File: config.mk
export PLATFORM = sky130hd
export DESIGN_NAME = fp_cmd_sequencer
export DESIGN_NICKNAME = d
export VERILOG_FILES = /design/src/rtl/fp_cmd_sequencer.sv
export SDC_FILE = /design/constraint.sdc
export NUM_CORES = 1
export LEC_CHECK = 0
export CORE_UTILIZATION = 58
export CTS_CLUSTER_SIZE = 10
export DETAILED_ROUTE_END_ITERATION = 8
export PLACE_DENSITY_LB_ADDON = 0.3
export SLEW_MARGIN = 20
export SYNTH_ARGS = -nofsm -noshare
export SYNTH_HDL_FRONTEND = slang
export SYNTH_SLANG_ARGS = --single-unit
File: constraint.sdc
create_clock -name SCLK -period 3.3 [get_ports SCLK]
set_input_delay 0.66 -clock SCLK [delete_from_list [all_inputs] [get_ports SCLK]]
set_output_delay 0.66 -clock SCLK [all_outputs]
set_load 0.03 [all_outputs]
File: src/rtl/fp_cmd_sequencer.sv
// fp_cmd_sequencer
// Decodes command frames arriving byte-by-byte from the front-panel SPI slave.
// A frame has a command byte, then optionally an address byte and a data or
// dummy byte. The block holds the LED, blink-mask, scratch and error-count
// registers, and it chooses the response byte for the next SPI byte slot.
//
// Ports:
//   SCLK      - serial clock; all state changes happen on its rising edge
//   NRST      - asynchronous active-high reset
//   SS        - active-low slave select; while high, any frame in progress is dropped
//   RX_BYTE   - received byte, qualified by RX_VALID
//   RX_VALID  - one-cycle byte-complete strobe
//   TX_BYTE   - response byte for the next slot
//   TX_LOAD   - one-cycle pulse marking that TX_BYTE was updated
//   LEDPORT   - register 0
//   BLINKMASK - register 1
//   BUSY      - high while a frame is part-way through
module fp_cmd_sequencer #(
  parameter logic [7:0] CMD_NOP       = 8'h00,
  parameter logic [7:0] CMD_WRITE_REG = 8'h01,
  parameter logic [7:0] CMD_READ_REG  = 8'h02,
  parameter logic [7:0] CMD_CHIP_ID   = 8'h06,
  parameter logic [7:0] CMD_VENDOR_ID = 8'h19,
  parameter logic [7:0] CHIP_ID       = 8'h71,
  parameter logic [7:0] VENDOR_ID     = 8'hAE,
  parameter logic [7:0] ACK           = 8'h01,
  parameter logic [7:0] NAK           = 8'h80
) (
  input  logic       SCLK,
  input  logic       NRST,
  input  logic       SS,
  input  logic [7:0] RX_BYTE,
  input  logic       RX_VALID,
  output logic [7:0] TX_BYTE,
  output logic       TX_LOAD,
  output logic [7:0] LEDPORT,
  output logic [7:0] BLINKMASK,
  output logic       BUSY
);

  typedef enum logic [1:0] {
    S_CMD    = 2'd0,
    S_ADDR   = 2'd1,
    S_WDATA  = 2'd2,
    S_RDUMMY = 2'd3
  } state_t;

  state_t     state_reg;
  logic [7:0] tx_byte_reg;
  logic       tx_load_reg;
  logic [7:0] led_reg;
  logic [7:0] blink_reg;
  logic [7:0] scratch_reg;
  logic [7:0] errcnt_reg;
  logic [1:0] addr_reg;
  logic       is_write_reg;

  logic [7:0] rd_data;
  logic [7:0] errcnt_inc;

  // Read data is selected by the address byte that is arriving now. The
  // registers still hold their values from before this edge.
  always_comb begin
    rd_data = 8'h00;
    case (RX_BYTE[1:0])
      2'd0:    rd_data = led_reg;
      2'd1:    rd_data = blink_reg;
      2'd2:    rd_data = scratch_reg;
      default: rd_data = errcnt_reg;
    endcase
  end

  // The error count saturates at 8'hFF instead of wrapping to zero.
  assign errcnt_inc = (errcnt_reg == 8'hFF) ? 8'hFF : errcnt_reg + 8'd1;

  always_ff @(posedge SCLK or posedge NRST) begin
    if (NRST) begin
      state_reg    <= S_CMD;
      tx_byte_reg  <= 8'h00;
      tx_load_reg  <= 1'b0;
      led_reg      <= 8'h00;
      blink_reg    <= 8'h00;
      scratch_reg  <= 8'h00;
      errcnt_reg   <= 8'h00;
      addr_reg     <= 2'd0;
      is_write_reg <= 1'b0;
    end else begin
      tx_load_reg <= 1'b0;
      if (SS) begin
        // Deselect drops any partial frame without writing or counting an error.
        state_reg   <= S_CMD;
        tx_byte_reg <= 8'h00;
      end else if (RX_VALID) begin
        tx_load_reg <= 1'b1;
        case (state_reg)
          S_CMD: begin
            if (RX_BYTE == CMD_NOP) begin
              tx_byte_reg <= ACK;
            end else if (RX_BYTE == CMD_CHIP_ID) begin
              tx_byte_reg <= CHIP_ID;
            end else if (RX_BYTE == CMD_VENDOR_ID) begin
              tx_byte_reg <= VENDOR_ID;
            end else if (RX_BYTE == CMD_WRITE_REG || RX_BYTE == CMD_READ_REG) begin
              tx_byte_reg  <= ACK;
              is_write_reg <= (RX_BYTE == CMD_WRITE_REG);
              state_reg    <= S_ADDR;
            end else begin
              tx_byte_reg <= NAK;
              errcnt_reg  <= errcnt_inc;
            end
          end
          S_ADDR: begin
            if (RX_BYTE[7:2] != 6'd0) begin
              tx_byte_reg <= NAK;
              errcnt_reg  <= errcnt_inc;
              state_reg   <= S_CMD;
            end else if (is_write_reg) begin
              addr_reg    <= RX_BYTE[1:0];
              tx_byte_reg <= ACK;
              state_reg   <= S_WDATA;
            end else begin
              tx_byte_reg <= rd_data;
              state_reg   <= S_RDUMMY;
            end
          end
          S_WDATA: begin
            case (addr_reg)
              2'd0:    led_reg     <= RX_BYTE;
              2'd1:    blink_reg   <= RX_BYTE;
              2'd2:    scratch_reg <= RX_BYTE;
              default: errcnt_reg  <= 8'h00;  // read-only: any write clears it
            endcase
            tx_byte_reg <= ACK;
            state_reg   <= S_CMD;
          end
          default: begin
            tx_byte_reg <= 8'h00;
            state_reg   <= S_CMD;
          end
        endcase
      end
    end
  end

  assign TX_BYTE   = tx_byte_reg;
  assign TX_LOAD   = tx_load_reg;
  assign LEDPORT   = led_reg;
  assign BLINKMASK = blink_reg;
  assign BUSY      = (state_reg != S_CMD);

endmodule

## Yosys cells after proc, flatten, opt, wreduce, memory -nomap -nowiden

Index checks and enable logic that the tools add are counted.

| word-level totals | value |
|---|---|
| bits in registers | 46 |
| bits of input ports | 12 |
| output and inout port bits | 26 |
| logic and storage cells | 82 |

| cells by class | value |
|---|---|
| add/subtract/negate cells | 1 |
| equal/unequal tests | 21 |
| multiplexer cells | 29 |
| bitwise gates (word level) | 5 |
| reductions and logical operators | 17 |

Operators by type and width:

| operator | count |
|---|---|
| $mux 8 | 15 |
| $pmux 8 s3 | 3 |
| $mux 2 | 7 |
| $ne 2x2->1 const B | 6 |
| $ne 3x3->1 const B | 4 |
| $reduce_and 4->1 | 3 |
| $reduce_and 5->1 | 2 |
| $reduce_and 9->1 | 1 |
| $add 8x1->8 const B | 1 |
| $eq 8x1->1 const B | 1 |
| $eq 8x2->1 const B | 1 |
| $eq 8x3->1 const B | 1 |
| $eq 8x5->1 const B | 1 |
| $eq 8x8->1 const B | 1 |
| $logic_not 8->1 | 1 |
| $reduce_and 7->1 | 1 |
| $eq 2x1->1 const B | 3 |
| $eq 2x2->1 const B | 3 |
| $logic_not 2->1 | 3 |
| $reduce_bool 6->1 | 1 |
| $not 1->1 | 5 |
| $pmux 2 s2 | 1 |
| $reduce_bool 2->1 | 2 |
| $mux 1 | 3 |
| 3 further kinds | 3 |

## Longest topological paths before layout

Gate-level depths: netlist (run 1).

| depth | value |
|---|---|
| depth in word-level cells | 9 |
| gate-level depth with buffers | 8 |

## Least setup slack after synthesis (run 1)

OpenSTA, ideal clock, no wires.

| timing path | value |
|---|---|
| path kind | input to register |
| from | in RX_VALID |
| to | reg led_reg[0] (netlist: LEDPORT[0]) |
| library setup time | 0.125 ns |
| data arrival time | 1.942 ns |
| required time | 3.175 ns |
| setup slack | 1.233 ns |
| stages | 7 |
| buffers on the path | 3 |
| path through | buf_4 > nand2b_1 > buf_6 > nor2_4 > or4b_1 > buf_6 > mux2_4 |

| between the ends | value |
|---|---|
| cells in the longest elaborated chain, start to end | 1 |

Ends and longest elaborated chain:

| item | RTL line | RTL |
|---|---|---|
| from (decl) | 33 | `input logic RX_VALID,` |
| $reduce_and 4->1 (no line) | n/a |  |
| to (signal assigned) | 81 | `led_reg <= 8'h00;` |
| to (signal assigned) | 128 | `2'd0: led_reg <= RX_BYTE;` |
| to (decl) | 51 | `logic [7:0] led_reg;` |

Every way passes these cells.
A chain may end at the register's enable or synchronous reset.

## Worst setup path after layout (run 1)

| timing path | value |
|---|---|
| from | reg state_reg[0] |
| to | out BUSY |

| between the ends | value |
|---|---|
| cells in the longest elaborated chain, start to end | 1 |

Ends and longest elaborated chain:

| item | RTL line | RTL |
|---|---|---|
| from (decl) | 48 | `state_t state_reg;` |
| from (signal assigned) | 78 | `state_reg <= S_CMD;` |
| from (signal assigned) | 91 | `state_reg <= S_CMD;` |
| from (signal assigned) | 106 | `state_reg <= S_ADDR;` |
| $reduce_bool 2->1 | 149 | `assign BUSY = (state_reg != S_CMD);` |
| to (decl) | 38 | `output logic BUSY` |

Every way passes these cells.

==> results of run 1 <==
==> metal layers <==
layer / global-route usage / part of all wire / vias up
met3: 0.0642 / 0.062 / 19
li1: - / - / 868
met1: 0.373 / 0.41 / 955
met5: 0 / 0 / -
met4: 0.136 / 0.034 / 0
met2: 0.460 / 0.49 / 89
==> per-stage QoR <==
step	power, mW	cells	hold slack, ps	cell area, um^2	util
final	1.24	296	510	2930	0.728
after global routing	1.30	296	521	2930	0.728
after CTS	1.24	296	510	2930	0.728
after detailed placement	0.884	288	490	2840	0.705
after global placement	0.879	288	481	2840	0.705
after floorplan	0.799	211	474	2470	-
==> logic make-up (layout without fill, tap and decap cells) <==
kind of cell	count (synthesis)	count (layout)	share of synthesized area
AND/OR/NAND/NOR	62	62	0.133
flip-flops	46	46	0.467
AO/OA/AOI/OAI	44	44	0.135
multiplexers	37	37	0.216
buffers and inverters	21	56	0.0436
adder cells (fa/ha/maj)	1	1	0.00507
==> final cells by class <==
class,instances,area (um^2),share of cell area
Inverter,9,33.8,0.0115
Clock inverter,1,5.00,0.00171
Timing Repair Buffer,39,385,0.131
Clock buffer,7,86.3,0.0294
Sequential cell,46,1150,0.393
Tap cell,50,62.6,0.0213
Multi-Input combinational cell,144,1210,0.412
==> Yosys cell counts, types with 2 or more instances <==
cell type  instances
and2_1             2
mux2_4             8
nor3_1             4
a22o_1             6
nand2_1           18
a311oi_1           2
o32ai_1            2
o21ai_0            5
mux2i_1            3
inv_1              9
dfrtp_1           46
buf_6              2
clkbuf_1           3
nand3_1            4
buf_2              4
a31oi_1            2
nor4_2             2
mux4_2             8
or2_2              4
nor2_1            11
a21oi_1            9
buf_4              2
nand4_1            5
a211oi_1           5
mux2_2            18
or3_1              2
nor4_1             3
a41oi_1            3
nor2b_1            2
==> worst min path at each step <==
stage	start	endpoint	slack, ps	cells after the start
6_report	TX_BYTE[1]	TX_BYTE[1]	510	1
5_1_grt	scratch_reg[1]	scratch_reg[1]	520	1
4_1_cts	TX_BYTE[7]	TX_BYTE[7]	510	2
3_5_place_dp	scratch_reg[3]	scratch_reg[3]	490	1
3_3_place_gp	scratch_reg[2]	scratch_reg[2]	480	1
2_1_floorplan	scratch_reg[0]	scratch_reg[0]	470	1
==> power breakdown <==
group | total (mW) | leakage, nW | switching, mW | internal (mW)
sequential | 0.675 | 0.620 | 0.0706 | 0.604
combinational | 0.202 | 0.584 | 0.109 | 0.0935
clock | 0.363 | 0.0482 | 0.194 | 0.169
==> reports/results.ini, run 1 <==
[run_status]
status=complete, no violations

[power_and_ir_drop]
p_leak_nw=1.25
peakVddDrop_mv=0.263
power_density_nw_per_um2=423

[finish]
antenna_cells=0
nNetsFinal=258
fill_cells=293
area_growth_pct=18.9
final_common_cell=dfrtp_1
mostFrequentLayoutCells=dfrtp_1 (46), clkdlybuf4s50_1 (37), nand2_1 (18), mux2_2 (18), nor2_1 (11)
drive_gt1_frac=0.220

[setup_path]
setup.worst_path.end_class=primary output
critPathTopFamily=flip-flops
reg2reg_to=LEDPORT[5]
r2r_cells=3
slowest_stage=dfrtp_1
startpoint_type=flop
cpPeakStageDelay_ps=760
crit_cells=2
setup.worst_path.start=state_reg[0]
path_cells=or2_2, clkdlybuf4s50_1
path_max_fanout=16
critPathKind=flop to primary output
required_ps=2640
path_buf_inv=1
r2r_slack_ps=1240
cp-endpoint=BUSY
cp_data_arrival_time_ps=2040
timing.rr.start=state_reg[0]

[route]
wl_per_cell_um=19.4
avgViaCountPerCell=6.52
drc=0
num_vias=1931
antenna_left=0
drt-initial-drc-count=138
postRouteWirelength_mm=5.74
firstDrtPassIters=4

[clock_network]
numCtsBuffers=5
clock-root-buffer=clkbuf_8
cts_setup_buffers=0
cts.sinks=46
path_clk_slew_ps=90
clk_path_buf_depth=2
clk_latency_ps=310
cts-htree-levels=2
cts_tree=done
hold_buffers=0
cts-resized-gates=0

[yosys]
syn_inst=211
ys.flop_type=dfrtp_1
yosysWarnings=0
synth-seq-cells=46
synth_area_leader_cell=dfrtp_1
syn_area_per_cell_um2=11.7
yosysUniqueCellTypes=46
yosysSeqAreaShare=0.467
synth_top_area_share=0.467
syn_nets=224
syn_area_um2=2470
ys_top_cells_by_area=dfrtp_1 (47%), mux2_2 (8.2%), mux4_2 (7.3%), mux2_4 (4.9%), nand2_1 (2.7%)
async_flop_share=1.00
synth_edf_count=0

[run]
maxCapViolCount=0

[global_routing]
grt_pass1_wl_mm=9.14
antenna_found_initial=0
grtUsageTotal=0.289
grt_pass1_vias=1812
grt_max_degree=47
overflow=0

[sta]
finClkSkew_ps=7.02
setup_slack_ps=597
tns_ps=0
hold_violations=0
slew_violations=0
slew_headroom=0.379
setup_viol=0
max_freq_mhz=370
min_period_ps=2700
fin_crit_sh=0.819
max_slew.worst_pin.slew_ps=930
grt_setup_unrepaired=false

[placement]
place_ws_ps=364
place.detailed.hpwl_mm=4.04
gp_congestion=0.944
port-buffer-count=37

[floorplanning]
die_h_um=67.2
die_x_um=67.2
dieArea_um2=4520
coreArea_um2=4030
initial_utilization=0.612
rows=23
pin_count=38

[min_path]
min_path_type=flop to flop

Power figures use the tool's default switching activity.
==> run 2, diff against run 1 <==
--- a/config.mk
+++ b/config.mk
@@ -5,7 +5,7 @@
 export SDC_FILE = /design/constraint.sdc
 export NUM_CORES = 1
 export LEC_CHECK = 0
-export CORE_UTILIZATION = 58
+export CORE_UTILIZATION = 48
 export CTS_CLUSTER_SIZE = 10
 export DETAILED_ROUTE_END_ITERATION = 8
 export PLACE_DENSITY_LB_ADDON = 0.3
==> constraint.sdc (replaced) <==
create_clock -name SCLK -period 2.38 [get_ports SCLK]
set_input_delay 0.476 -clock SCLK [delete_from_list [all_inputs] [get_ports SCLK]]
set_output_delay 0.476 -clock SCLK [all_outputs]
set_load 0.03 [all_outputs]
==> run 2 against run 1 <==
Critical path depth did not move. Global-route usage fell by 4.4 points. Final area rose by 5.6%. Register-to-register slack got worse by 710 ps. Sequential share of layout area fell by 2.1 points. First-iteration DRC count rose by 14%. Final cell count rose by 12%. Die area rose by 20%. Highest routed layer unchanged. Clock skew fell by 1.3 ps. Hold slack got worse by 1.3 ps. Combinational power rose by 49%.
==> reports/results.ini, run 2 (synthesized netlist as in run 1, its figures left out) <==
[floorplanning]
coreArea_um2=4850  ; was 4030 um^2
rows=25  ; was 23
pin_count=38  ; unchanged
initial_utilization=0.509  ; was 0.612
die_h_um=73.7  ; was 67.2 um
dieArea_um2=5430  ; was 4520 um^2
die_x_um=73.7  ; was 67.2 um

[global_routing]
grt_pass1_vias=1877  ; was 1812
overflow=0  ; unchanged
grt_max_degree=47  ; unchanged
grtUsageTotal=0.244  ; was 0.289
grt_pass1_wl_mm=9.60  ; was 9.14 mm
antenna_found_initial=0  ; unchanged

[route]
drt-initial-drc-count=157  ; was 138
postRouteWirelength_mm=5.71  ; was 5.74 mm
avgViaCountPerCell=5.80  ; was 6.52
antenna_left=0  ; unchanged
firstDrtPassIters=4  ; unchanged
num_vias=1926  ; was 1931
wl_per_cell_um=17.2  ; was 19.4 um
drc=0  ; unchanged

[setup_path]
timing.rr.start=state_reg[1]  ; was state_reg[0]
r2r_cells=4  ; was 3
cpPeakStageDelay_ps=610  ; was 760 ps
critPathTopFamily=buffers and inverters  ; was flip-flops
reg2reg_to=LEDPORT[1]  ; was LEDPORT[5]
setup.worst_path.end_class=primary output  ; unchanged
path_max_fanout=8  ; was 16
path_buf_inv=1  ; unchanged
slowest_stage=clkdlybuf4s50_1  ; was dfrtp_1
cp_data_arrival_time_ps=1780  ; was 2040 ps
required_ps=1900  ; was 2640 ps
startpoint_type=flop  ; unchanged
r2r_slack_ps=530  ; was 1240 ps
critPathKind=flop to primary output  ; unchanged
path_cells=or2_2, clkdlybuf4s50_1  ; unchanged

[placement]
port-buffer-count=37  ; unchanged
gp_congestion=0.925  ; was 0.944
place.detailed.hpwl_mm=4.25  ; was 4.04 mm
placed_cells=324  ; was 288

[run_status]
status=complete, no violations  ; unchanged

[finish]
layoutNonFillerInstCount=332  ; was 296
nNetsFinal=277  ; was 258
area_growth_pct=25.5  ; was 18.9%
final_common_cell=dfrtp_1  ; unchanged
post-route-util=0.638  ; was 0.728
antenna_cells=0  ; unchanged
drive_gt1_frac=0.272  ; was 0.220
fill_cells=396  ; was 293
mostFrequentLayoutCells=dfrtp_1 (46), clkdlybuf4s50_1 (37), buf_4 (21)  ; was dfrtp_1 (46), clkdlybuf4s50_1 (37), nand2_1 (18), mux2_2 (18), nor2_1 (11)

[sta]
max_slew.worst_pin.slew_ps=572  ; was 930 ps
finClkSkew_ps=5.75  ; was 7.02 ps
hold_violations=0  ; unchanged
slew_headroom=0.619  ; was 0.379
fin_crit_sh=0.947
max_freq_mhz=444
slew_violations=0  ; unchanged
setup_viol=0  ; unchanged
grt_setup_unrepaired=false  ; unchanged
min_period_ps=2250

[min_path]
hold_path_end=scratch_reg[4]  ; was TX_BYTE[1]
min_path_type=flop to flop  ; unchanged
whs_path_depth=1  ; unchanged
worstHoldStart=scratch_reg[4]  ; was TX_BYTE[1]

[clock_network]
hold_buffers=0  ; unchanged
clock-root-buffer=clkbuf_8  ; unchanged
cts.sinks=46  ; unchanged
cts-resized-gates=0  ; unchanged
cts-htree-levels=2  ; unchanged
path_clk_slew_ps=80  ; was 90 ps
cts_tree=done  ; unchanged
cts_setup_buffers=0  ; unchanged
clk_latency_ps=300  ; was 310 ps
numCtsBuffers=5  ; unchanged
clk_path_buf_depth=2  ; unchanged

[power_and_ir_drop]
peakVddDrop_mv=0.341  ; was 0.263 mV
power_density_nw_per_um2=557  ; was 423 nW/um^2
p_total_mw=1.72  ; was 1.24 mW
p_leak_nw=1.34  ; was 1.25 nW

[run]
maxCapViolCount=0  ; unchanged

run 2: cell count changes in the layout (fill, tap and decap cells not counted), sizes merged:
| cell | before | now |
|---|---|---|
| clkinv | 1 | 2 |
| inv | 9 | 8 |
| buf | 2 | 21 |
run 2: metrics by stage:
step	cell area, um^2	hold slack (ps)	worst slack, ps	TNS (ps)
floorplan	2470	474	497	0
global placement	3000	482	-58.6	-156
detailed placement	3000	488	-100	-666
CTS	3100	506	121	0
global route	3100	527	25.5	0
finish	3100	508	127	0
run 2: power by group:
group	total, mW	switching (mW)	internal [mW]
clock network	0.491	0.256	0.234
registers	0.932	0.0942	0.838
logic	0.301	0.155	0.146
total	1.72	0.505	1.22
run 2: worst max path at each step:
stage / from / to / slack (ps) / cells past startpoint
2_1_floorplan: RX_VALID / LEDPORT[0] / 500 / 7
3_3_place_gp: RX_BYTE[7] / errcnt_reg[0] / -60 / 6
3_5_place_dp: RX_BYTE[7] / errcnt_reg[5] / -100 / 6
4_1_cts: state_reg[1] / BUSY / 120 / 2
5_1_grt: RX_BYTE[0] / errcnt_reg[4] / 30 / 6
6_report: state_reg[1] / BUSY / 130 / 2
run 2: worst register-to-register path, cell delays in order (launching register included):
cell,delay (ps)
dfrtp_1,520
inv_1,180
or4b_1,520
buf_4,210
mux2_4,310
run 2: area by class of cell:
type                    count  area [um^2]  share of cell area
clock buffers               7         86.3              0.0279
clock inverters             1         5.00             0.00162
inverters                   9         33.8              0.0109
multi-input cells         144         1210               0.390
flip-flops and latches     46         1150               0.372
well taps                  67         83.8              0.0271
repair buffers             58          528               0.171
run 2: per-layer routing:
layer / share of wire / track usage / vias up
met5: 0 / 0 / -
met4: 0.025 / 0.0919 / 0
met3: 0.065 / 0.0535 / 11
met2: 0.45 / 0.369 / 73
met1: 0.46 / 0.344 / 936
li1: - / - / 906
